`src/rtl/slot_pkg.sv`:
```
// Shared constants for the slot machine sequencer: FSM encoding, engine mode
// codes and the engine result width.
package slot_pkg;

    localparam int RES_W = 10;

    localparam logic [1:0] ST_IDLE   = 2'd0;
    localparam logic [1:0] ST_SPIN   = 2'd1;
    localparam logic [1:0] ST_SETTLE = 2'd2;
    localparam logic [1:0] ST_SAMPLE = 2'd3;

    localparam logic [1:0] MODE_NONE = 2'd0;
    localparam logic [1:0] MODE1     = 2'd1;
    localparam logic [1:0] MODE2     = 2'd2;
    localparam logic [1:0] MODE3     = 2'd3;

    // Engine start vector for a mode code; MODE_NONE gives no start at all.
    function automatic logic [2:0] mode_onehot(input logic [1:0] mode);
        logic [2:0] vec;
        case (mode)
            MODE1:   vec = 3'b001;
            MODE2:   vec = 3'b010;
            MODE3:   vec = 3'b100;
            default: vec = 3'b000;
        endcase
        return vec;
    endfunction

endpackage

```
`src/rtl/slot_game_ctrl_if.sv`:
```
// Front-panel and engine-side signal bundle of the slot game sequencer.
interface slot_game_ctrl_if #(
    parameter int CREDIT_W = 8
);
    import slot_pkg::*;

    logic                coin;
    logic                play;
    logic [1:0]          mode_sel;
    logic [RES_W-1:0]    eng_out1;
    logic [RES_W-1:0]    eng_out2;
    logic [RES_W-1:0]    eng_out3;
    logic [2:0]          eng_won;
    logic [2:0]          start;
    logic [CREDIT_W-1:0] credits;
    logic [RES_W-1:0]    last_out;
    logic                last_won;
    logic                busy;
    logic                done;

    modport slave (
        input  coin, play, mode_sel, eng_out1, eng_out2, eng_out3, eng_won,
        output start, credits, last_out, last_won, busy, done
    );

    modport master (
        output coin, play, mode_sel, eng_out1, eng_out2, eng_out3, eng_won,
        input  start, credits, last_out, last_won, busy, done
    );

endinterface

```
`src/rtl/slot_credit_ctr.sv`:
```
// Saturating credit balance: +1 per coin, -BET per accepted play, +PAYOUT per
// win, any of them in the same cycle; never wraps.
module slot_credit_ctr #(
    parameter int CREDIT_W = 8,
    parameter int BET      = 1,
    parameter int PAYOUT   = 5
) (
    input  logic                clk,
    input  logic                rst,
    input  logic                inc1_i,
    input  logic                dec_bet_i,
    input  logic                add_payout_i,
    output logic [CREDIT_W-1:0] credits_o
);

    localparam logic [CREDIT_W:0] BET_W    = (CREDIT_W+1)'(BET);
    localparam logic [CREDIT_W:0] PAYOUT_W = (CREDIT_W+1)'(PAYOUT);
    localparam logic [CREDIT_W:0] ZERO_W   = {(CREDIT_W+1){1'b0}};

    logic [CREDIT_W-1:0] credits_q;
    logic [CREDIT_W-1:0] credits_d;
    logic [CREDIT_W:0]   sum_s;

    // Bets are only taken when the balance covers them, so the extra top bit
    // can only mean overflow and selects the saturated value.
    always_comb begin
        sum_s = {1'b0, credits_q}
              + {{CREDIT_W{1'b0}}, inc1_i}
              + (add_payout_i ? PAYOUT_W : ZERO_W)
              - (dec_bet_i    ? BET_W    : ZERO_W);
        credits_d = sum_s[CREDIT_W] ? {CREDIT_W{1'b1}} : sum_s[CREDIT_W-1:0];
    end

    always_ff @(posedge clk or posedge rst) begin
        if (rst) begin
            credits_q <= {CREDIT_W{1'b0}};
        end else begin
            credits_q <= credits_d;
        end
    end

    assign credits_o = credits_q;

endmodule

```
`src/rtl/slot_game_ctrl.sv`:
```
// Slot machine sequencer: takes a bet, spins one engine for a fixed window,
// lets it settle, latches its result and pays out on a win.
module slot_game_ctrl
    import slot_pkg::*;
#(
    parameter int SPIN_CYCLES   = 16,
    parameter int SETTLE_CYCLES = 4,
    parameter int CREDIT_W      = 8,
    parameter int BET           = 1,
    parameter int PAYOUT        = 5
) (
    input  logic             clk,
    input  logic             rst,
    slot_game_ctrl_if.slave  bus
);

    localparam int CNT_MAX = (SPIN_CYCLES > SETTLE_CYCLES) ? SPIN_CYCLES : SETTLE_CYCLES;
    localparam int CNT_W   = (CNT_MAX > 1) ? $clog2(CNT_MAX) : 1;
    localparam logic [CNT_W-1:0] CNT_ZERO    = {CNT_W{1'b0}};
    localparam logic [CNT_W-1:0] CNT_ONE     = CNT_W'(1);
    localparam logic [CNT_W-1:0] SPIN_LOAD   = CNT_W'(SPIN_CYCLES - 1);
    localparam logic [CNT_W-1:0] SETTLE_LOAD = CNT_W'(SETTLE_CYCLES - 1);

    logic [1:0]          state_q,    state_d;
    logic [CNT_W-1:0]    cnt_q,      cnt_d;
    logic [1:0]          mode_q,     mode_d;
    logic [RES_W-1:0]    last_out_q, last_out_d;
    logic                last_won_q, last_won_d;
    logic [2:0]          start_q;
    logic                busy_q;
    logic                done_q;

    logic                accept_s;
    logic                dec_bet_s;
    logic                add_payout_s;
    logic [RES_W-1:0]    sel_out_s;
    logic                sel_won_s;
    logic [CREDIT_W-1:0] credits_s;

    // Result mux keyed on the latched mode, so mode_sel may move mid-game.
    always_comb begin
        case (mode_q)
            MODE1: begin
                sel_out_s = bus.eng_out1;
                sel_won_s = bus.eng_won[0];
            end
            MODE2: begin
                sel_out_s = bus.eng_out2;
                sel_won_s = bus.eng_won[1];
            end
            MODE3: begin
                sel_out_s = bus.eng_out3;
                sel_won_s = bus.eng_won[2];
            end
            default: begin
                sel_out_s = {RES_W{1'b0}};
                sel_won_s = 1'b0;
            end
        endcase
    end

    assign accept_s = bus.play && (bus.mode_sel != MODE_NONE)
                      && (credits_s >= CREDIT_W'(BET));

    // Game sequencing: IDLE -> SPIN -> SETTLE -> SAMPLE -> IDLE.
    always_comb begin
        state_d      = state_q;
        cnt_d        = cnt_q;
        mode_d       = mode_q;
        last_out_d   = last_out_q;
        last_won_d   = last_won_q;
        dec_bet_s    = 1'b0;
        add_payout_s = 1'b0;
        case (state_q)
            ST_IDLE: begin
                if (accept_s) begin
                    state_d   = ST_SPIN;
                    mode_d    = bus.mode_sel;
                    cnt_d     = SPIN_LOAD;
                    dec_bet_s = 1'b1;
                end else begin
                    state_d   = ST_IDLE;
                end
            end
            ST_SPIN: begin
                if (cnt_q == CNT_ZERO) begin
                    state_d = ST_SETTLE;
                    cnt_d   = SETTLE_LOAD;
                end else begin
                    cnt_d   = cnt_q - CNT_ONE;
                end
            end
            ST_SETTLE: begin
                if (cnt_q == CNT_ZERO) begin
                    state_d = ST_SAMPLE;
                end else begin
                    cnt_d   = cnt_q - CNT_ONE;
                end
            end
            ST_SAMPLE: begin
                last_out_d   = sel_out_s;
                last_won_d   = sel_won_s;
                add_payout_s = sel_won_s;
                state_d      = ST_IDLE;
            end
            default: begin
                state_d = ST_IDLE;
                cnt_d   = CNT_ZERO;
            end
        endcase
    end

    // Outputs are decoded from next state so they line up with state_q.
    always_ff @(posedge clk or posedge rst) begin
        if (rst) begin
            state_q    <= ST_IDLE;
            cnt_q      <= CNT_ZERO;
            mode_q     <= MODE_NONE;
            last_out_q <= {RES_W{1'b0}};
            last_won_q <= 1'b0;
            start_q    <= 3'b000;
            busy_q     <= 1'b0;
            done_q     <= 1'b0;
        end else begin
            state_q    <= state_d;
            cnt_q      <= cnt_d;
            mode_q     <= mode_d;
            last_out_q <= last_out_d;
            last_won_q <= last_won_d;
            start_q    <= (state_d == ST_SPIN) ? mode_onehot(mode_d) : 3'b000;
            busy_q     <= (state_d != ST_IDLE);
            done_q     <= (state_d == ST_SAMPLE);
        end
    end

    slot_credit_ctr #(
        .CREDIT_W (CREDIT_W),
        .BET      (BET),
        .PAYOUT   (PAYOUT)
    ) u_credit (
        .clk          (clk),
        .rst          (rst),
        .inc1_i       (bus.coin),
        .dec_bet_i    (dec_bet_s),
        .add_payout_i (add_payout_s),
        .credits_o    (credits_s)
    );

    assign bus.start    = start_q;
    assign bus.credits  = credits_s;
    assign bus.last_out = last_out_q;
    assign bus.last_won = last_won_q;
    assign bus.busy     = busy_q;
    assign bus.done     = done_q;

endmodule

```
`src/flat_wrapper.sv`:
```
// flat-port wrapper written by rule: the top's interface ports become plain ports
module slot_game_ctrl_flat import slot_pkg::*;
#(
    parameter int SPIN_CYCLES   = 16,
    parameter int SETTLE_CYCLES = 4,
    parameter int CREDIT_W      = 8,
    parameter int BET           = 1,
    parameter int PAYOUT        = 5
)
  (clk, rst, bus_coin, bus_play, bus_mode_sel, bus_eng_out1, bus_eng_out2, bus_eng_out3, bus_eng_won, bus_start, bus_credits, bus_last_out, bus_last_won, bus_busy, bus_done);
  slot_game_ctrl_if #(.CREDIT_W(CREDIT_W)) bus_i ();
  input  logic clk;
  input  logic rst;
  input wire logic [$bits(bus_i.coin)-1:0] bus_coin;
  input wire logic [$bits(bus_i.play)-1:0] bus_play;
  input wire logic [$bits(bus_i.mode_sel)-1:0] bus_mode_sel;
  input wire logic [$bits(bus_i.eng_out1)-1:0] bus_eng_out1;
  input wire logic [$bits(bus_i.eng_out2)-1:0] bus_eng_out2;
  input wire logic [$bits(bus_i.eng_out3)-1:0] bus_eng_out3;
  input wire logic [$bits(bus_i.eng_won)-1:0] bus_eng_won;
  output wire logic [$bits(bus_i.start)-1:0] bus_start;
  output wire logic [$bits(bus_i.credits)-1:0] bus_credits;
  output wire logic [$bits(bus_i.last_out)-1:0] bus_last_out;
  output wire logic [$bits(bus_i.last_won)-1:0] bus_last_won;
  output wire logic [$bits(bus_i.busy)-1:0] bus_busy;
  output wire logic [$bits(bus_i.done)-1:0] bus_done;
  assign bus_i.coin = bus_coin;
  assign bus_i.play = bus_play;
  assign bus_i.mode_sel = bus_mode_sel;
  assign bus_i.eng_out1 = bus_eng_out1;
  assign bus_i.eng_out2 = bus_eng_out2;
  assign bus_i.eng_out3 = bus_eng_out3;
  assign bus_i.eng_won = bus_eng_won;
  assign bus_start = bus_i.start;
  assign bus_credits = bus_i.credits;
  assign bus_last_out = bus_i.last_out;
  assign bus_last_won = bus_i.last_won;
  assign bus_busy = bus_i.busy;
  assign bus_done = bus_i.done;
  slot_game_ctrl #(.SPIN_CYCLES(SPIN_CYCLES), .SETTLE_CYCLES(SETTLE_CYCLES), .CREDIT_W(CREDIT_W), .BET(BET), .PAYOUT(PAYOUT)) u_core (.clk(clk), .rst(rst), .bus(bus_i));
endmodule
```
`config.mk`:
```
export PLATFORM = sky130hd
export DESIGN_NAME = slot_game_ctrl_flat
export DESIGN_NICKNAME = d
export VERILOG_FILES = /design/src/rtl/slot_pkg.sv /design/src/rtl/slot_game_ctrl_if.sv /design/src/rtl/slot_credit_ctr.sv /design/src/rtl/slot_game_ctrl.sv /design/src/flat_wrapper.sv
export SDC_FILE = /design/constraint.sdc
export NUM_CORES = 1
export LEC_CHECK = 0
export BUFFER_PORTS_ARGS = -buffer_cell sky130_fd_sc_hd__buf_4
export CAP_MARGIN = 20
export CORE_ASPECT_RATIO = 0.9
export CORE_MARGIN = 5
export CORE_UTILIZATION = 40
export CTS_BUF_LIST = sky130_fd_sc_hd__clkbuf_16
export CTS_CLUSTER_DIAMETER = 50
export DETAILED_ROUTE_END_ITERATION = 10
export PLACE_DENSITY = 0.74
export SLEW_MARGIN = 30
export SYNTH_ARGS = -nofsm -noshare
export SYNTH_HDL_FRONTEND = slang
export SYNTH_SLANG_ARGS = --single-unit
```
`constraint.sdc`:
```
create_clock -name clk -period 5.8 [get_ports clk]
set_input_delay 0.29 -clock clk [delete_from_list [all_inputs] [get_ports clk]]
set_output_delay 0.29 -clock clk [all_outputs]
set_load 0.1 [all_outputs]
```
==> flow_metrics.env <==
export IMPL_numClockSinks=32
export IMPL_globalplace_congestion=0.874
export IMPL_synthCells=219
export IMPL_dpl_cell_area_um2=2650
export IMPL_grt_usage_pct=16.3
export IMPL_crit_path_end_kind="flop"
export IMPL_synth_async_reset_ratio_pct=100
export IMPL_ys_flop_type="dfrtp_1"
export IMPL_antenna_found_initial=0
export IMPL_slew_violations=0
export IMPL_cts_root_buf="clkbuf_16"
export IMPL_grt_max_degree=33
export IMPL_rows=25
export IMPL_routed_wl_um=5190
export IMPL_pre_cts_ws_ps=2070
export IMPL_core_um2=5190
export IMPL_drt_pass1_iterations=4
export IMPL_power_total_uw=1440
export IMPL_synth_distinct_cells=47
export IMPL_grt_pass1_vias=1848
export IMPL_nets=345
export IMPL_drc=0
export IMPL_ys_ff_latch=32
export IMPL_hpwl_um=3960
export IMPL_max_stage_delay_ps=700
export IMPL_outcome="finished clean"
export IMPL_wl_per_cell_um=14.8
export IMPL_final_cell_area_um2=2790
export IMPL_synth_edff_count=0
export IMPL_cts_clk_slew_worst_paths_ps=50
export IMPL_cp_required_ps=5970
export IMPL_hold_path_class="in -> async"
export IMPL_cts_tree="built"
export IMPL_total_leakage_power_uw=0.00134
export IMPL_fin_ws_ps=2120
export IMPL_die_y_um=79.1
export IMPL_yosys_area_share_adder_pct=14.3
export IMPL_crit_family="simple AND/OR/NAND/NOR gates"
export IMPL_syn_nets=281
export IMPL_synth_avg_cell_area_um2=9.68
export IMPL_vias=1837
export IMPL_slew_headroom_pct=47.9
export IMPL_power_density_nw_per_um2=516
export IMPL_path_cells="nor2b_1 -> a22o_1 -> nand2_1 -> fa_1 -> fa_1 -> nor2b_1 -> o221ai_1 -> o211ai_1 -> xnor2_2 -> a21bo_2"
export IMPL_initial_core_util_pct=40.8
export IMPL_rsz0062_at_grt="false"
export IMPL_yosysSeqAreaShare_pct=37.8
export IMPL_io_pins=63
export IMPL_postCtsResizedCells=0
export IMPL_syn_area_um2=2120
export IMPL_cp_start_kind="flop"
export IMPL_antenna_left=0
export IMPL_muxShareOfSynthArea_pct=7.44
export IMPL_clock_fmax_mhz=272
export IMPL_grt_overflow=0
export IMPL_fp_dieW_um=86.7
export IMPL_crit_type="reg -> reg"
export IMPL_crit_arrival_ps=3840
export IMPL_clk_latency_ps=280
export IMPL_viasPerCell=5.23
export IMPL_fin_crit_sh_pct=63.4
export IMPL_crit_slowest_cell="nor2b_1"
export IMPL_finClkSkew_ps=4.72
export IMPL_clockBufferDepth=2
export IMPL_seq_area_um2=801
export IMPL_postCtsHoldBufs=0
export IMPL_critical_path_peak_fanout=15
export IMPL_synth_xor_area_share_pct=2.42
export IMPL_dieArea_um2=6860
export IMPL_syn2layout_area_growth_pct=31.6
export IMPL_synth_area_leaders="dfrtp_1 38%, ha_1 12%, mux2_2 7.4%, a21oi_1 4.5%, inv_1 4.3%"
export IMPL_grt_pass1_wl_um=8710
export IMPL_yosys_area_share_simple_pct=13.0
export IMPL_post_cts_buffers=0
export IMPL_yosysTopAreaCell="dfrtp_1"
export IMPL_multi_input_area_um2=1200
export IMPL_synth_top_area_share_pct=37.8
export IMPL_cts_buffers=5
export IMPL_diodes=0
export IMPL_synth_compound_area_share_pct=19.5
export IMPL_ctsHtreeMaxLevel=2
export IMPL_setup_tns_final_ps=0
export IMPL_setup_viol=0
export IMPL_period_needed_ps=3680
export IMPL_hold_viol=0
export IMPL_fillers=489
export IMPL_drv_cap=0
export IMPL_synth_top_family_by_area="compound AO/OA/AOI/OAI gates"
export IMPL_tightest_slew_ps=780
export IMPL_yosysWarnings=0
export IMPL_drt_iter0_markers=83
export IMPL_path_buf_inv=0
export IMPL_layout_drive_gt1_share_pct=32.0
export IMPL_worst_ir_drop_vdd_uv=248
export IMPL_portBuffers=62
export IMPL_hold_ws_ps=105
[tightest hold or removal path: cells and delay by family]
kind     cells  cell delay [ps]
buf+inv      3              520
[path summary, 6_finish.rpt]
kind                                                 to                start  slack (ps)  depth (start not counted)
max in group asynchronous               u_core.cnt_q[2]                  rst        5400                          3
min in group clk                       u_core.mode_q[0]      bus_mode_sel[0]         290                          2
max reg2reg                u_core.u_credit.credits_o[3]     u_core.mode_q[1]        2120                         10
max                        u_core.u_credit.credits_o[3]     u_core.mode_q[1]        2120                         10
min                                   u_core.state_q[1]                  rst         100                          3
min reg2reg                         u_core.bus.last_won  u_core.bus.last_won         520                          2
[report_power, final]
group          internal, uW  leakage (uW)  switching (uW)
clock network           156     0.0000710            97.1
logic                   306      0.000933             540
registers               280      0.000340            62.1
[cell usage in the layout, fill, tap and decap left out, types with 3 or more instances in the layout]
cell type / n
nor2b_1: 4
o21ai_0: 8
buf_4: 63
mux2_2: 14
a22oi_1: 10
nor2_1: 17
a22o_1: 3
inv_1: 24
nand2_1: 14
clkbuf_16: 5
dfrtp_1: 32
ha_1: 21
a21oi_1: 19
xnor2_1: 3
[layer usage]
layer | up-vias | share of wire [%] | GRT usage [%]
li1 | 897 | - | -
met1 | 875 | 42 | 19.8
met2 | 57 | 47 | 26.9
met3 | 8 | 9.7 | 5.19
met4 | 0 | 1.5 | 6.07
met5 | - | 0 | 0
[synth_stat cells (2+ instances only)]
| library cell | number |
|---|---|
| a21o_1 | 2 |
| a21oi_1 | 19 |
| a22o_1 | 3 |
| a22oi_1 | 10 |
| and2_1 | 2 |
| buf_2 | 2 |
| clkbuf_1 | 4 |
| dfrtp_1 | 32 |
| fa_1 | 2 |
| ha_1 | 21 |
| inv_1 | 24 |
| mux2_2 | 14 |
| nand2_1 | 14 |
| nand2b_1 | 2 |
| nand3_1 | 2 |
| nor2_1 | 17 |
| nor2b_1 | 4 |
| o21a_1 | 2 |
| o21ai_0 | 8 |
| o221ai_1 | 2 |
| o31ai_1 | 2 |
| or2_1 | 2 |
| or3_1 | 2 |
| or3b_1 | 2 |
| xnor2_1 | 3 |
[through the flow]
stage	instances	util (%)
floorplan	219	-
global placement	343	51.1
detailed placement	343	51.1
CTS	351	53.7
global route	351	53.7
finish	351	53.7
[registers in the layout, summed over array words and instances, names as in the netlist]
register	count
u_core.bus.last_out	10
u_core.u_credit.credits_o	8
u_core.cnt_q	4
u_core.bus.start	3
u_core.mode_q	2
u_core.state_q	2
u_core.bus.busy	1
u_core.bus.done	1
u_core.bus.last_won	1
[layout make-up]
class,count,share of cell area (%)
flip-flops and latches,32,28.7
multi-input cells,156,43.0
clock buffers,5,4.48
well taps,67,3.00
clock inverters,3,0.493
repair buffers,63,17.0
inverters,25,3.36
[kinds of logic (layout without fill, tap and decap cells)]
| kind of cell | Yosys count | in the layout |
|---|---|---|
| compound gates | 60 | 60 |
| flops | 32 | 32 |
| mux | 14 | 14 |
| fa+ha+maj | 23 | 23 |
| simple gates | 54 | 54 |
| xor+xnor | 5 | 5 |
| buf+inv | 31 | 96 |
(Power assumes the default switching activity.)
